## config.mk

```make
export PLATFORM = sky130hd
export DESIGN_NAME = ws281x_decode
export DESIGN_NICKNAME = d
export VERILOG_FILES = /design/src/rtl/ws281x_pkg.sv /design/src/rtl/ws281x_sync.sv /design/src/rtl/ws281x_decode.sv
export SDC_FILE = /design/constraint.sdc
export NUM_CORES = 1
export LEC_CHECK = 0
export ABC_CLOCK_PERIOD_IN_PS = 3440
export BUFFER_PORTS_ARGS = -buffer_cell sky130_fd_sc_hd__buf_2
export CORE_MARGIN = 2
export CORE_UTILIZATION = 55
export DETAILED_ROUTE_END_ITERATION = 16
export PLACE_DENSITY = 0.75
export SKIP_LAST_GASP = 1
export SYNTH_ARGS = -nofsm -noshare
export SYNTH_HDL_FRONTEND = slang
export SYNTH_SLANG_ARGS = --single-unit
```

## constraint.sdc

```tcl
create_clock -name clk_in -period 3.44 [get_ports clk_in]
set_input_delay 0.516 -clock clk_in [delete_from_list [all_inputs] [get_ports clk_in]]
set_output_delay 0.516 -clock clk_in [all_outputs]
set_load 0.02 [all_outputs]
```

## src/rtl/ws281x_pkg.sv

```systemverilog
`default_nettype none
// ============================================================================
// Module      : ws281x_pkg
// Description : Shared types and constants for the WS281x receive decoder.
// Revision    : 1.0 - initial release
// ============================================================================
package ws281x_pkg;

    // Decoder line states
    typedef enum logic [1:0] {
        SYNC = 2'd0,
        IDLE = 2'd1,
        HIGH = 2'd2,
        LOW  = 2'd3
    } state_t;

    // A high pulse that lasts this many cycles is a stuck line, not a bit
    localparam int HIGH_CNT_MAX       = 255;

    // GRB 8/8/8
    localparam int PIXEL_BITS_DEFAULT = 24;

endpackage
`default_nettype wire

```

## src/rtl/ws281x_sync.sv

```systemverilog
`default_nettype none
// ============================================================================
// Module      : ws281x_sync
// Description : Two-flop synchronizer for the asynchronous WS281x line, with
//               an optional one-cycle glitch filter (WS281X_DECODE_FILTER_EN)
//               and registered rise/fall edge detection.
// Revision    : 1.0 - initial release
// ============================================================================
module ws281x_sync (
    input  logic clk_in,
    input  logic rst_n_in,
    input  logic line_in,
    output logic s_out,
    output logic rise_out,
    output logic fall_out
);

    logic sync1_q;
    logic sync2_q;
    logic s_dly_q;
    logic s;

    // Bring the raw line into the clock domain
    always_ff @(posedge clk_in or negedge rst_n_in) begin
        if (!rst_n_in) begin
            sync1_q <= 1'b0;
            sync2_q <= 1'b0;
        end else begin
            sync1_q <= line_in;
            sync2_q <= sync1_q;
        end
    end

`ifdef WS281X_DECODE_FILTER_EN
    logic prev_q;
    logic filt_q;

    // Follow the synchronized line only after two equal samples in a row
    always_ff @(posedge clk_in or negedge rst_n_in) begin
        if (!rst_n_in) begin
            prev_q <= 1'b0;
            filt_q <= 1'b0;
        end else begin
            prev_q <= sync2_q;
            if (sync2_q == prev_q) begin
                filt_q <= sync2_q;
            end
        end
    end

    assign s = filt_q;
`else
    assign s = sync2_q;
`endif

    // Previous line value for edge detection
    always_ff @(posedge clk_in or negedge rst_n_in) begin
        if (!rst_n_in) begin
            s_dly_q <= 1'b0;
        end else begin
            s_dly_q <= s;
        end
    end

    assign s_out    = s;
    assign rise_out = s & ~s_dly_q;
    assign fall_out = ~s & s_dly_q;

endmodule
`default_nettype wire

```

## src/rtl/ws281x_decode.sv

```systemverilog
`default_nettype none
// ============================================================================
// Module      : ws281x_decode
// Description : WS281x receive decoder. Measures each high pulse against
//               programmable limits, assembles bits MSB-first into pixel
//               words and detects the inter-frame reset gap.
//               Optional glitch filter: define WS281X_DECODE_FILTER_EN.
// Revision    : 1.0 - initial release
// ============================================================================
module ws281x_decode
    import ws281x_pkg::*;
#(
    parameter int PIXEL_BITS = PIXEL_BITS_DEFAULT,
    parameter int LOW_CNT_W  = 16
) (
    input  logic                  clk_in,
    input  logic                  rst_n_in,
    input  logic                  bit_code_in,
    input  logic [7:0]            t_min_cnt_in,
    input  logic [7:0]            t_thr_cnt_in,
    input  logic [LOW_CNT_W-1:0]  rst_cnt_in,
    output logic                  bit_vld_out,
    output logic                  bit_data_out,
    output logic                  pixel_vld_out,
    output logic [PIXEL_BITS-1:0] pixel_data_out,
    output logic                  rst_det_out,
    output logic                  err_out
);

    localparam int                   BIT_CNT_W    = $clog2(PIXEL_BITS + 1);
    localparam logic [BIT_CNT_W-1:0] BIT_CNT_LAST = BIT_CNT_W'(PIXEL_BITS - 1);
    localparam logic [7:0]           HIGH_MAX     = 8'(HIGH_CNT_MAX);

    logic s;
    logic rise;
    logic fall;

    state_t                state_q,     state_d;
    logic [7:0]            high_cnt_q,  high_cnt_d;
    logic [LOW_CNT_W-1:0]  low_cnt_q,   low_cnt_d;
    logic [BIT_CNT_W-1:0]  bit_cnt_q,   bit_cnt_d;
    logic [PIXEL_BITS-2:0] shift_q,     shift_d;
    logic [PIXEL_BITS-1:0] pixel_q,     pixel_d;
    logic                  bit_vld_q,   bit_vld_d;
    logic                  bit_data_q,  bit_data_d;
    logic                  pixel_vld_q, pixel_vld_d;
    logic                  rst_det_q,   rst_det_d;
    logic                  err_q,       err_d;

    logic                  bit_val;
    logic [PIXEL_BITS-1:0] shift_next;
    logic [LOW_CNT_W-1:0]  low_inc;

    ws281x_sync u_sync (
        .clk_in   (clk_in),
        .rst_n_in (rst_n_in),
        .line_in  (bit_code_in),
        .s_out    (s),
        .rise_out (rise),
        .fall_out (fall)
    );

    assign bit_val    = (high_cnt_q > t_thr_cnt_in);
    assign shift_next = {shift_q, bit_val};
    assign low_inc    = (low_cnt_q == '1) ? low_cnt_q : low_cnt_q + LOW_CNT_W'(1);

    // Next-state and pulse-output decode
    always_comb begin
        state_d     = state_q;
        high_cnt_d  = high_cnt_q;
        low_cnt_d   = low_cnt_q;
        bit_cnt_d   = bit_cnt_q;
        shift_d     = shift_q;
        pixel_d     = pixel_q;
        bit_vld_d   = 1'b0;
        bit_data_d  = 1'b0;
        pixel_vld_d = 1'b0;
        rst_det_d   = 1'b0;
        err_d       = 1'b0;

        case (state_q)
            SYNC: begin
                // Wait for a full low gap before trusting any edge; a zero
                // gap setting never matches because the count saturates
                if (s) begin
                    low_cnt_d = '0;
                end else if (low_inc == rst_cnt_in) begin
                    low_cnt_d = '0;
                    state_d   = IDLE;
                end else begin
                    low_cnt_d = low_inc;
                end
            end

            IDLE: begin
                if (rise) begin
                    high_cnt_d = 8'd1;
                    state_d    = HIGH;
                end
            end

            HIGH: begin
                if (fall) begin
                    low_cnt_d = LOW_CNT_W'(1);
                    state_d   = LOW;
                    if (high_cnt_q < t_min_cnt_in) begin
                        err_d     = 1'b1;
                        bit_cnt_d = '0;
                    end else begin
                        bit_vld_d  = 1'b1;
                        bit_data_d = bit_val;
                        shift_d    = shift_next[PIXEL_BITS-2:0];
                        if (bit_cnt_q == BIT_CNT_LAST) begin
                            bit_cnt_d   = '0;
                            pixel_d     = shift_next;
                            pixel_vld_d = 1'b1;
                        end else begin
                            bit_cnt_d = bit_cnt_q + BIT_CNT_W'(1);
                        end
                    end
                end else if (high_cnt_q == HIGH_MAX) begin
                    // Stuck-high line: drop the frame and resynchronize
                    err_d     = 1'b1;
                    bit_cnt_d = '0;
                    low_cnt_d = '0;
                    state_d   = SYNC;
                end else begin
                    high_cnt_d = high_cnt_q + 8'd1;
                end
            end

            LOW: begin
                // A new rise takes priority over a coincident gap match
                if (rise) begin
                    high_cnt_d = 8'd1;
                    state_d    = HIGH;
                end else if (low_cnt_q == rst_cnt_in) begin
                    rst_det_d = 1'b1;
                    state_d   = IDLE;
                    if (bit_cnt_q != '0) begin
                        err_d     = 1'b1;
                        bit_cnt_d = '0;
                    end
                end else begin
                    low_cnt_d = low_inc;
                end
            end

            default: begin
                state_d = SYNC;
            end
        endcase
    end

    // State, counters, data path and registered outputs
    always_ff @(posedge clk_in or negedge rst_n_in) begin
        if (!rst_n_in) begin
            state_q     <= SYNC;
            high_cnt_q  <= '0;
            low_cnt_q   <= '0;
            bit_cnt_q   <= '0;
            shift_q     <= '0;
            pixel_q     <= '0;
            bit_vld_q   <= 1'b0;
            bit_data_q  <= 1'b0;
            pixel_vld_q <= 1'b0;
            rst_det_q   <= 1'b0;
            err_q       <= 1'b0;
        end else begin
            state_q     <= state_d;
            high_cnt_q  <= high_cnt_d;
            low_cnt_q   <= low_cnt_d;
            bit_cnt_q   <= bit_cnt_d;
            shift_q     <= shift_d;
            pixel_q     <= pixel_d;
            bit_vld_q   <= bit_vld_d;
            bit_data_q  <= bit_data_d;
            pixel_vld_q <= pixel_vld_d;
            rst_det_q   <= rst_det_d;
            err_q       <= err_d;
        end
    end

    assign bit_vld_out    = bit_vld_q;
    assign bit_data_out   = bit_data_q;
    assign pixel_vld_out  = pixel_vld_q;
    assign pixel_data_out = pixel_q;
    assign rst_det_out    = rst_det_q;
    assign err_out        = err_q;

endmodule
`default_nettype wire

```

==> impl_metrics.csv <==
group,metric,value,unit
run_status,status,"finished, final reports clean",
layout,diodes,0,
timing,post-route-period-util,92.9,%
layout,nets,576,
timing,drv_slew,0,
worst_setup_path,required,3.65,ns
worst_setup_path,r2r_cells,9,
clock_tree,cts_sinks,86,
clock_tree,htreeDepth,3,
worst_setup_path,cp_max_fo,15,
worst_setup_path,crit-reg2reg-launch,"low_cnt_q[3]",
synth,ys_seq_elements,86,
layout,drive_gt1_share,32.3,%
power,ir_worst_vdd,335,uV
timing,tightest_slew,0.603,ns
worst_setup_path,path_cells,"nand4_2 > nor4_4 > mux2i_1 > xnor2_1 > a2111o_1 > or4_4 > a221oi_4 > buf_12 > a311oi_1",
die,start_util,56.4,%
layout,syn2layout_area_growth,13.7,%
layout,nFillCells,702,
global_routing,grt_antenna_before_repair,0,
timing,finalHoldViolCount,0,
detailed_routing,drtIter0Drc,229,
synth,syn-cell-area,4870,um2
clock_tree,insertion_delay,0.36,ns
global_routing,grt_pass1_vias,3509,
synth,ys.flop_type,"dfrtp_1",
die,die_w,98.1,um
synth,ys_seq_area_share,44.2,%
timing,period_needed,3.19,ns
worst_setup_path,r2r-end,"low_cnt_q[15]",
power,p_leak,2.81,nW
clock_tree,post_cts_buffers,0,
die,coreArea,8640,um2
worst_setup_path,worst_ep_arrival_time,3.41,ns
global_routing,gr-total-overflow,0,
worst_setup_path,slowest_stage,"dfrtp_1",
layout,finalNonFillerCells,635,
synth,syn-num-nets,508,
synth,yosys_warnings,0,
synth,synth_top_area_cell,"dfrtp_1",
die,die_area,9620,um2
worst_setup_path,cp.depth,9,
detailed_routing,detail_route.wl_per_cell,16.3,um
worst_setup_path,crit_path_start_kind,"flip-flop",
global_routing,grt_max_degree,47,
synth,yosysMostFrequentCell,"dfrtp_1",
clock_tree,cts_tree,"built",
synth,synth_area_leaders,"dfrtp_1 44%, mux2_2 11%, ha_1 4.9%, xnor2_1 4.0%, xor2_1 3.2%",
timing,fin_tns_setup,0,ns
job,drv_cap,0,
timing,hold_ws,0.143,ns
worst_setup_path,crit_family,"simple AND/OR/NAND/NOR gates",
die,num_rows,34,
worst_setup_path,rrSetupSlack,0.25,ns
die,ios,64,
clock_tree,clockRootBuffer,"clkbuf_8",
global_routing,grtUsageTotal,22.3,%
synth,synth_async_sr_flop_share,100,%
global_routing,grt_pass1_wl,17200,um
timing,setup_viol,0,
place,portBuffers,63,
worst_setup_path,crit_path_max_incr_delay,0.56,ns
detailed_routing,vias,3633,
synth,synthTopCellsByCount,"86 x dfrtp_1, 47 x mux2_2, 29 x nand2_1",
synth,avgSynthCellArea,10.7,um2
detailed_routing,routed_via_density,5.72,
synth,synth.top_cell.area_share,44.2,%
synth,synth_edf_count,0,
clock_tree,clkTransAtPathRegs,0.10,ns
detailed_routing,postRouteAntennaNets,0,
timing,rsz0062_at_grt,"no",
timing,skew,0.0108,ns
power,power.density,446,nW/um2
min_path,hold_path.class,"input port to async pin",
die,die_y,98.1,um
timing,max_freq,313,MHz
timing,timing.slew.headroom,59.4,%
place,dpl.hpwl,7550,um
place,dp.cells,619,
detailed_routing,drt-total-wl,10400,um
synth,synthCells,454,
synth,synthDistinctLibCells,59,
clock_tree,numCtsBuffers,9,
worst_setup_path,cp_num_buf_inv,1,
clock_tree,max-clock-path-buffers,2,
worst_setup_path,critPathKind,"flip-flop to flip-flop",
worst_setup_path,endpoint_kind,"flip-flop",
detailed_routing,drcViolationCount,0,
detailed_routing,first_pass_iters,5,
place,gp_congestion,0.899,
==> cells in the final DEF (no fill, tap or decap), drive strengths merged, types with 3 or more instances in the layout <==
master and instances:
a211oi 6, a21o 8, a21oi 12, a311oi 5, a31oi 4, and2 3, and3 4, and4 6
buf 79, clkbuf 9, clkinv 3, dfrtp 86, ha 19, inv 31, mux2 47, mux2i 3
nand2 29, nand2b 4, nand3 13, nand4 12, nor2 32, nor2b 8, nor3 4, nor3b 6
nor4 8, o2111ai 3, o21a 3, o21ai 13, or3 5, xnor2 22, xor2 18
==> metrics by stage <==
step	setup WS, ns	power (mW)	area (um2)	utilization, %
6_report	0.246	2.47	5540	64.1
5_1_grt	0.0652	2.62	5540	64.1
4_1_cts	0.203	2.49	5530	64.1
3_5_place_dp	0.251	1.78	5330	61.8
3_3_place_gp	0.296	1.77	5330	61.8
2_1_floorplan	0.402	1.59	4870	-
==> layout make-up <==
cell class	instances	area [um2]	area share, %
clock buffer	9	124	2.24
clock inverter	7	76.3	1.38
inverter	27	101	1.83
multi-input combinational	319	2500	45.1
sequential	86	2150	38.9
tap	108	135	2.44
timing repair buffer	79	450	8.13
==> metal layers <==
layer,GRT usage (%),routed length [um],part of all wire (%)
met1,30.9,4790,46
met2,35.2,4850,47
met3,6.01,598,5.8
met4,5.56,112,1.1
met5,0,0,0
==> registers in the layout, summed over array words and instances, names as in the netlist <==
signal and cells:
pixel_data_out 24, shift_q 23, low_cnt_q 16, high_cnt_q 8, bit_cnt_q 5, state_q 2
bit_data_out 1, bit_vld_out 1, err_out 1, pixel_vld_out 1, rst_det_out 1, u_sync.s_dly_q 1
u_sync.s_out 1, u_sync.sync1_q 1
==> worst max-delay path by stage <==
stage,from,end,slack [ns]
after floorplan,low_cnt_q[0],low_cnt_q[14],0.40
after global placement,low_cnt_q[2],low_cnt_q[15],0.30
after detailed placement,low_cnt_q[3],low_cnt_q[2],0.25
after CTS,low_cnt_q[3],low_cnt_q[15],0.20
after global routing,low_cnt_q[3],low_cnt_q[2],0.07
final,low_cnt_q[3],low_cnt_q[15],0.25
==> worst register-to-register path: cells and delay by family (launching register included) <==
family / cells / cell delay, ns
compound gates: 3 / 0.65
xor+xnor: 1 / 0.08
buf+inv: 1 / 0.20
flops: 1 / 0.56
mux: 1 / 0.28
simple gates: 3 / 1.27
==> what timing repair did <==
action | 4_1_cts | 5_1_grt
endpoints found under the setup margin | 0 | 6
hold buffers | 0 | 0
gates resized for setup | 0 | 1
==> logic make-up after synthesis <==
family / Yosys count / synth area share, %
AND/OR/NAND/NOR: 142 / 17.5
flip-flops: 86 / 44.2
AO/OA/AOI/OAI: 68 / 10.1
multiplexers: 50 / 11.5
buffers and inverters: 49 / 4.60
XOR/XNOR: 40 / 7.19
adder cells (fa/ha/maj): 19 / 4.88
==> power breakdown <==
| group | switching, mW | internal [mW] |
|---|---|---|
| combinational | 0.337 | 0.270 |
| clock | 0.411 | 0.289 |
| sequential | 0.0988 | 1.06 |
| total | 0.846 | 1.62 |
No activity file was read; power rests on OpenSTA's default activity.
